File: config.mk
export PLATFORM = sky130hd
export DESIGN_NAME = centroid_divider
export DESIGN_NICKNAME = d
export VERILOG_FILES = /design/src/rtl/centroid_divider.sv
export SDC_FILE = /design/constraint.sdc
export NUM_CORES = 1
export LEC_CHECK = 0
export BUFFER_PORTS_ARGS = -buffer_cell sky130_fd_sc_hd__buf_2
export CAP_MARGIN = 30
export CORE_AREA = 2 2 348 350
export CTS_CLUSTER_DIAMETER = 120
export DETAILED_ROUTE_END_ITERATION = 10
export DIE_AREA = 0 0 350 352
export PLACE_DENSITY_LB_ADDON = 0.2
export SLEW_MARGIN = 10
export SYNTH_ARGS = -nofsm -noshare
export SYNTH_HDL_FRONTEND = slang
export SYNTH_SLANG_ARGS = --single-unit
File: constraint.sdc
create_clock -name clk -period 33.9 [get_ports clk]
set_input_delay 3.39 -clock clk [delete_from_list [all_inputs] [get_ports clk]]
set_output_delay 3.39 -clock clk [all_outputs]
set_load 0.1 [all_outputs]
File: src/rtl/centroid_divider.sv
// Per-label centroid update: floor(sum / count) via restoring division, x and y in parallel.
// Define CONVERGE_DETECT_EN to add the pass-level converged flag (tied 0 otherwise).
module centroid_divider #(
    parameter int unsigned NUM_LABEL = 8,
    parameter int unsigned WIDTH     = 16,
    parameter int unsigned ACC_WIDTH = 32,
    parameter int unsigned CNT_WIDTH = 10
) (
    input  logic                           clk,
    input  logic                           rst,
    input  logic                           start,
    input  logic [NUM_LABEL*ACC_WIDTH-1:0] xaccu_bus,
    input  logic [NUM_LABEL*ACC_WIDTH-1:0] yaccu_bus,
    input  logic [NUM_LABEL*CNT_WIDTH-1:0] count_bus,
    input  logic                           cent_load,
    input  logic [2:0]                     cent_label,
    input  logic [WIDTH-1:0]               cent_x_in,
    input  logic [WIDTH-1:0]               cent_y_in,
    output logic [NUM_LABEL*WIDTH-1:0]     centx_bus,
    output logic [NUM_LABEL*WIDTH-1:0]     centy_bus,
    output logic                           busy,
    output logic                           done,
    output logic                           converged
);

    localparam int unsigned LBL_W = (NUM_LABEL > 1) ? $clog2(NUM_LABEL) : 1;
    localparam int unsigned BIT_W = (ACC_WIDTH > 1) ? $clog2(ACC_WIDTH) : 1;
    localparam int unsigned REM_W = CNT_WIDTH + 1;
    localparam logic [LBL_W-1:0] LAST_K   = LBL_W'(NUM_LABEL - 1);
    localparam logic [BIT_W-1:0] LAST_BIT = BIT_W'(ACC_WIDTH - 1);

    typedef enum logic [2:0] {
        S_IDLE  = 3'd0,
        S_LOAD  = 3'd1,
        S_DIV   = 3'd2,
        S_WRITE = 3'd3,
        S_DONE  = 3'd4
    } state_e;

    state_e                 state_q, state_d;
    logic [LBL_W-1:0]       k_q, k_d;
    logic [BIT_W-1:0]       bit_cnt_q, bit_cnt_d;
    logic                   hold_q, hold_d;
    logic [ACC_WIDTH-1:0]   xq_q, xq_d, yq_q, yq_d;
    logic [CNT_WIDTH-1:0]   xr_q, xr_d, yr_q, yr_d;
    logic [CNT_WIDTH-1:0]   div_q, div_d;
    logic [WIDTH-1:0]       cent_x_q [NUM_LABEL];
    logic [WIDTH-1:0]       cent_x_d [NUM_LABEL];
    logic [WIDTH-1:0]       cent_y_q [NUM_LABEL];
    logic [WIDTH-1:0]       cent_y_d [NUM_LABEL];
    logic                   busy_q, busy_d;
    logic                   done_q, done_d;

    logic [ACC_WIDTH-1:0]   x_sel, y_sel;
    logic [CNT_WIDTH-1:0]   cnt_sel;

    // One restoring step: returns {remainder, dividend shifted with new quotient bit}.
    // The remainder stays below the divisor, so CNT_WIDTH bits always hold it.
    function automatic logic [CNT_WIDTH+ACC_WIDTH-1:0] div_step(
        input logic [CNT_WIDTH-1:0] rem,
        input logic [ACC_WIDTH-1:0] q,
        input logic [CNT_WIDTH-1:0] d
    );
        logic [REM_W-1:0]     sh;
        logic [CNT_WIDTH-1:0] rem_n;
        logic                 qbit;
        sh = {rem, q[ACC_WIDTH-1]};
        if (sh >= {1'b0, d}) begin
            rem_n = CNT_WIDTH'(sh - {1'b0, d});
            qbit  = 1'b1;
        end else begin
            rem_n = sh[CNT_WIDTH-1:0];
            qbit  = 1'b0;
        end
        return {rem_n, q[ACC_WIDTH-2:0], qbit};
    endfunction

    // Operand mux for the current label
    always_comb begin
        x_sel   = '0;
        y_sel   = '0;
        cnt_sel = '0;
        for (int unsigned i = 0; i < NUM_LABEL; i++) begin
            if (k_q == LBL_W'(i)) begin
                x_sel   = xaccu_bus[i*ACC_WIDTH +: ACC_WIDTH];
                y_sel   = yaccu_bus[i*ACC_WIDTH +: ACC_WIDTH];
                cnt_sel = count_bus[i*CNT_WIDTH +: CNT_WIDTH];
            end
        end
    end

    always_ff @(posedge clk or posedge rst) begin
        if (rst) begin
            state_q <= S_IDLE;
        end else begin
            state_q <= state_d;
        end
    end

    always_comb begin
        state_d = state_q;
        case (state_q)
            S_IDLE:  if (start) state_d = S_LOAD;
            S_LOAD:  state_d = (cnt_sel == '0) ? S_WRITE : S_DIV;
            S_DIV:   if (bit_cnt_q == LAST_BIT) state_d = S_WRITE;
            S_WRITE: state_d = (k_q == LAST_K) ? S_DONE : S_LOAD;
            S_DONE:  state_d = S_IDLE;
            default: state_d = S_IDLE;
        endcase
    end

    always_comb begin
        busy_d = (state_d != S_IDLE);
        done_d = (state_d == S_DONE);
    end

    // Label walk, divider datapath and centroid storage
    always_comb begin
        k_d       = k_q;
        bit_cnt_d = bit_cnt_q;
        hold_d    = hold_q;
        xq_d      = xq_q;
        yq_d      = yq_q;
        xr_d      = xr_q;
        yr_d      = yr_q;
        div_d     = div_q;
        cent_x_d  = cent_x_q;
        cent_y_d  = cent_y_q;
        case (state_q)
            S_IDLE: begin
                if (start) k_d = '0;
                for (int unsigned i = 0; i < NUM_LABEL; i++) begin
                    if (cent_load && (32'(cent_label) == i)) begin
                        cent_x_d[i] = cent_x_in;
                        cent_y_d[i] = cent_y_in;
                    end
                end
            end
            S_LOAD: begin
                xq_d      = x_sel;
                yq_d      = y_sel;
                div_d     = cnt_sel;
                xr_d      = '0;
                yr_d      = '0;
                bit_cnt_d = '0;
                hold_d    = (cnt_sel == '0);
            end
            S_DIV: begin
                {xr_d, xq_d} = div_step(xr_q, xq_q, div_q);
                {yr_d, yq_d} = div_step(yr_q, yq_q, div_q);
                bit_cnt_d    = bit_cnt_q + 1'b1;
            end
            S_WRITE: begin
                if (!hold_q) begin
                    cent_x_d[k_q] = xq_q[WIDTH-1:0];
                    cent_y_d[k_q] = yq_q[WIDTH-1:0];
                end
                if (k_q != LAST_K) k_d = k_q + 1'b1;
            end
            default: ;
        endcase
    end

    always_ff @(posedge clk or posedge rst) begin
        if (rst) begin
            k_q       <= '0;
            bit_cnt_q <= '0;
            hold_q    <= 1'b0;
            xq_q      <= '0;
            yq_q      <= '0;
            xr_q      <= '0;
            yr_q      <= '0;
            div_q     <= '0;
            cent_x_q  <= '{default: '0};
            cent_y_q  <= '{default: '0};
            busy_q    <= 1'b0;
            done_q    <= 1'b0;
        end else begin
            k_q       <= k_d;
            bit_cnt_q <= bit_cnt_d;
            hold_q    <= hold_d;
            xq_q      <= xq_d;
            yq_q      <= yq_d;
            xr_q      <= xr_d;
            yr_q      <= yr_d;
            div_q     <= div_d;
            cent_x_q  <= cent_x_d;
            cent_y_q  <= cent_y_d;
            busy_q    <= busy_d;
            done_q    <= done_d;
        end
    end

    for (genvar i = 0; i < NUM_LABEL; i++) begin : g_out
        assign centx_bus[i*WIDTH +: WIDTH] = cent_x_q[i];
        assign centy_bus[i*WIDTH +: WIDTH] = cent_y_q[i];
    end

    assign busy = busy_q;
    assign done = done_q;

`ifdef CONVERGE_DETECT_EN
    logic chg_q, chg_d;
    logic conv_q, conv_d;

    // Flag any centroid change during the pass; converged is published with done
    always_comb begin
        chg_d  = chg_q;
        conv_d = conv_q;
        if ((state_q == S_IDLE) && start) begin
            chg_d  = 1'b0;
            conv_d = 1'b0;
        end
        if ((state_q == S_WRITE) && !hold_q &&
            ((xq_q[WIDTH-1:0] != cent_x_q[k_q]) || (yq_q[WIDTH-1:0] != cent_y_q[k_q]))) begin
            chg_d = 1'b1;
        end
        if (state_d == S_DONE) conv_d = !chg_d;
    end

    always_ff @(posedge clk or posedge rst) begin
        if (rst) begin
            chg_q  <= 1'b0;
            conv_q <= 1'b0;
        end else begin
            chg_q  <= chg_d;
            conv_q <= conv_d;
        end
    end

    assign converged = conv_q;
`else
    assign converged = 1'b0;
`endif

endmodule

Yosys cells after proc, flatten, opt, wreduce, memory -nomap -nowiden. Index checks and enable logic that the tools add are counted. Widths: inputs -> output; s select.

Divide/modulo/power cells: 0. Bitwise operators: 1. Equality and inequality tests: 31. Multiplexer cells: 65. Magnitude comparators: 4. $add $sub $neg: 4. Reductions and logical operators: 25. $mul: 0. Shift operators: 0.

Operators with widths (number): $mux 32 (16); $pmux 128 s2 (2); $mux 16 (17); $bwmux 128 (2); $mux 128 (2); $pmux 32 s2 (2); $mux 10 (10); $demux 16 s3 (1); $pmux 10 s2 (2); $eq 3x3->1 const B (9); $reduce_and 3->1 (9); $ge 11x10->1 (2); $ne 2x2->1 const B (11); $sub 10x10->10 (2); $eq 3x2->1 const B (6); $mux 3 (5); $pmux 3 s4 (1); $logic_not 10->1 (1); $pmux 5 s2 (1); $eq 3x1->1 const B (3); $logic_and 1x1->1 (9); $logic_not 3->1 (3); $pmux 3 s2 (1); $add 5x1->5 const B (1); 9 further kinds (12).

Register bits: 364. Word-level logic and storage cells: 157. Latch bits: 0. Memories: 0. Bits in read-only memories: 0. Output and inout port bits: 259. Bits in writable memories: 0.

Longest topological paths before layout.
Depth after elaboration: 13. Gate-level depth with buffers: 14.

Worst setup path after synthesis. Ideal clock, no wire load.

Kind: input port to flip-flop. Start point: input port cent_label[0]. End point: register cent_y_q, in the netlist centy_bus[12]. Data required time: 33.824 ns. Arrival: 4.627 ns. Path slack: 29.196 ns. Stages: 6. Path buffers: 2. Setup time: 0.076 ns. Cell sequence: buf_2 > inv_1 > a32oi_1 > clkbuf_1 > nand2_1 > o21ai_1.

Cells in the longest elaborated chain, start to end: 4.

RTL lines: from (decl) (RTL line 16) `input logic [2:0] cent_label,`; $logic_not 3->1 (RTL line 133) `if (cent_load && (32'(cent_label) == i)) begin`; $logic_and 1x1->1 (RTL line 133); $ne 2x2->1 (no source line); $reduce_and 3->1 (no source line); to (signal assigned) (RTL line 188) `cent_y_q <= cent_y_d;`; to (decl) (RTL line 49) `logic [WIDTH-1:0] cent_y_q [NUM_LABEL];`.

No other way between the ends. A chain may end at the register's enable or synchronous reset.

==> summary.txt <==
Outcome
  – Status: finished, final reports clean

Pwr
  – Sequential power share: 21.9%
  – Leakage: 13.5 nW
  – Worst VDD drop: 0.0993 mV
  – Clock share of power: 15.0%
  – P_sw: 2.36 mW
  – Combinational power share: 63.1%
  – Internal: 1.50 mW
  – P per Cell Area: 132 nW/um2
  – Sw Ratio: 61.2%

Placement
  – Final RePlAce weighted congestion: 0.864
  – Port Buffers: 888
  – Placed Cells: 4973
  – Detailed placer's ending HPWL: 99.8 mm
  – Dpl ws: 28.09 ns

Floorplan
  – Top-Level Pins: 890
  – Core area: 119000 um2
  – Full die area: 123000 um2
  – Die Y: 352 um
  – Starting Density: 18.1%
  – Num rows: 127
  – Die W: 350 um

Worst setup path
  – CP Data Required Time: 34.49 ns
  – Startpoint types: input port
  – Critical Path Fanout Max: 148
  – Crit Path Category: input port to async pin
  – Crit path DAT: 5.73 ns
  – R2R cell count: 10
  – CP endpoint kind: async pin

STA
  – Fmax: 195 MHz
  – # setup viols final: 0
  – Final min period: 5.13 ns
  – Crit share post-route: 15.1%
  – Max-slew violations: 0
  – Fin. Hold Viols: 0
  – Slew HR: 34.3%
  – Final worst slack: 28.77 ns
  – Setup_tns: 0 ns
  – Hold WS: 0.472 ns
  – Worst slew pin tran: 0.985 ns
  – Clk_skew: 0.0141 ns
  – RSZ-0062 raised after global routing: false

Global route
  – Largest net degree at the start of global routing: 149
  – Vias in the first global route: 23100
  – Global Route Usage Sum: 20.5%
  – Initial antenna violation count: 46
  – GRT overflow: 0
  – First-pass GRT wire length: 182 mm

CTS
  – Clock Pin Slew Worst Setup and Hold Paths: 0.06 ns
  – CTS tree: built
  – Inserted Clock Buffers: 50
  – # clock sinks: 364
  – Longest Clk Path Bufs: 3
  – CTS-repair resized insts: 0
  – CTS Hold Bufs: 0
  – Setup Buffers After CTS: 0
  – Clock Latency Late Sink: 0.62 ns
  – CTS root buf: clkbuf_16
  – Depth of the CTS H-tree: 2

Layout
  – Ratio of cells with drive above 1 in the final layout: 31.5%
  – Synth-to-layout area growth: 34.9%
  – # fillers: 13400
  – NumNets Final: 4075
  – Multi-input logic area: 11300 um2
  – Non-Filler Instances: 5076
  – Register area: 9110 um2

Logic synthesis
  – Post-synth net total: 3381
  – Register area share after synthesis: 42.1%
  – Post-Synthesis Cell Area: 21600 um2
  – Synthesized area per cell: 7.96 um2
  – Number of flops mapped to enable cells by yosys: 0
  – Ys async rst share: 100%
  – Mapped Cells: 2720
  – Yosys warns: 0
  – Ys flop type: dfrtp_1
  – Register bit total from synthesis: 364
  – Synth cell types: 76

Hold path
  – Hold path depth: 2
  – Hold Crit Class: flop to flop

Detailed routing
  – Drt via density: 4.73
  – First-pass detailed-route iteration total: 8
  – Routed WL: 132 mm
  – Detail Route Antenna Nets: 0
  – Wire per inst: 26.0 um
  – Via count: 24000
  – DRC: 0
  – Iter 0 DRT Violations: 2101

Flow run
  – Max-cap viol count: 0
synthesized netlist by cell type, drive strengths merged, types with 3 or more instances:
master / n / share of area (%)
a21o: 8 / 0.28
nand3b: 7 / 0.30
a211oi: 10 / 0.35
nand2b: 7 / 0.20
mux2i: 11 / 0.51
dfrtp: 364 / 42
and2: 33 / 0.95
xnor2: 11 / 0.45
nor4: 4 / 0.18
nand3: 79 / 1.8
clkbuf: 164 / 2.8
buf: 127 / 3.2
o21ai: 198 / 4.6
mux2: 4 / 0.21
nand2: 291 / 5.1
nor2: 382 / 6.7
a221oi: 13 / 0.55
o21a: 3 / 0.10
ha: 28 / 1.6
xor2: 4 / 0.16
a21oi: 579 / 14
o31ai: 4 / 0.20
nor2b: 14 / 0.40
inv: 43 / 0.75
a2111oi: 3 / 0.16
o22ai: 66 / 1.9
a31oi: 4 / 0.12
a22oi: 67 / 2.3
a211o: 4 / 0.16
nand4: 3 / 0.087
or3: 4 / 0.12
o211ai: 72 / 2.5
a32oi: 8 / 0.43
a222oi: 64 / 3.0
a22o: 5 / 0.20
nor3: 10 / 0.42
worst paths after layout:
check | start | endpoint | slack (ns)
worst min-delay path | centx_bus[114] | centx_bus[114] | 0.47
worst min register to register | centx_bus[114] | centx_bus[114] | 0.47
min in group asynchronous | rst | centy_bus[16] | 2.93
max in group clk | centx_bus[14] | centx_bus[14] | 28.98
worst max-delay path | rst | centy_bus[29] | 28.77
worst max register to register | k_q[1] | yq_q[3] | 29.61
power groups by stage:
stage | combinational (mW) | clock [mW] | sequential (mW)
6_report | 2.44 | 0.579 | 0.848
5_1_grt | 2.59 | 0.612 | 0.872
4_1_cts | 2.46 | 0.595 | 0.849
3_5_place_dp | 2.46 | 0 | 0.856
3_3_place_gp | 2.45 | 0 | 0.858
2_1_floorplan | 0.855 | 0 | 1.78
critical path: stages:
cell	delay, ns
buf_2	0.13
inv_8	0.54
buf_4	0.71
buf_12	0.59
metal layers:
layer | share of wire [%] | track usage (%) | up-vias | wire (um)
li1 | - | - | 11100 | -
met1 | 43 | 27.0 | 11700 | 57300
met2 | 48 | 34.4 | 973 | 63200
met3 | 7.0 | 4.39 | 146 | 9240
met4 | 1.7 | 3.92 | 32 | 2280
met5 | 0.15 | 0 | - | 200
stage by stage:
| stage | area, um2 | total power, mW | util [%] |
|---|---|---|---|
| 2_1_floorplan | 21600 | 2.64 | - |
| 3_3_place_gp | 27300 | 3.30 | 22.9 |
| 3_5_place_dp | 27400 | 3.32 | 23.0 |
| 4_1_cts | 29200 | 3.91 | 24.4 |
| 5_1_grt | 29200 | 4.07 | 24.5 |
| 6_report | 29200 | 3.86 | 24.5 |
cells in the final DEF (no fill, tap or decap), types with 5 or more instances in the layout:
cell       count
ha_1          24
clkinv_2       5
dfrtp_1      363
nor2b_1       13
a221oi_1      12
nand2b_1       7
xnor2_1       11
a21o_1         8
a22oi_1       67
inv_1         41
diode_2       10
mux2i_1       11
o21ai_0      176
nor2_4         5
a21oi_2       28
clkbuf_1      13
buf_4         40
nor3_4         7
o211ai_1      72
nand3b_1       6
nand3_1       78
clkbuf_16     51
nor2_1       376
o22ai_1       66
a222oi_1      64
a22o_1         5
clkbuf_8      10
o21ai_1       21
bufinv_16      7
a211oi_1      10
nand2_1      287
buf_2        888
and2_0        32
a21oi_1      551
registers in the layout (all words and copies together), names as in the netlist:
name,cells
bit_cnt_q,5
busy,1
centx_bus,128
centy_bus,128
div_q,10
done,1
hold_q,1
k_q,3
state_q,3
xq_q,32
xr_q,10
yq_q,32
yr_q,10
cell type report:
class                      instances  share of cell area (%)
clock buffer                      74                    5.01
clock inverter                    18                    1.04
sequential                       364                    31.2
multi-input combinational       2022                    38.6
antenna                           10                  0.0857
timing repair buffer             933                    16.6
tap                             1612                    6.90
inverter                          43                   0.578
cells by family (layout without fill, tap and decap cells):
logic type / count (synthesis) / after routing / synth area share (%)
other cells: 1 / 11 / 0.0173
xor+xnor: 15 / 15 / 0.607
mux: 15 / 15 / 0.717
buf+inv: 334 / 1068 / 6.82
fa+ha+maj: 30 / 30 / 1.80
compound gates: 1121 / 1121 / 31.4
flops: 364 / 364 / 42.1
simple gates: 840 / 840 / 16.5
Note: power is estimated with default switching activity, not from simulation.
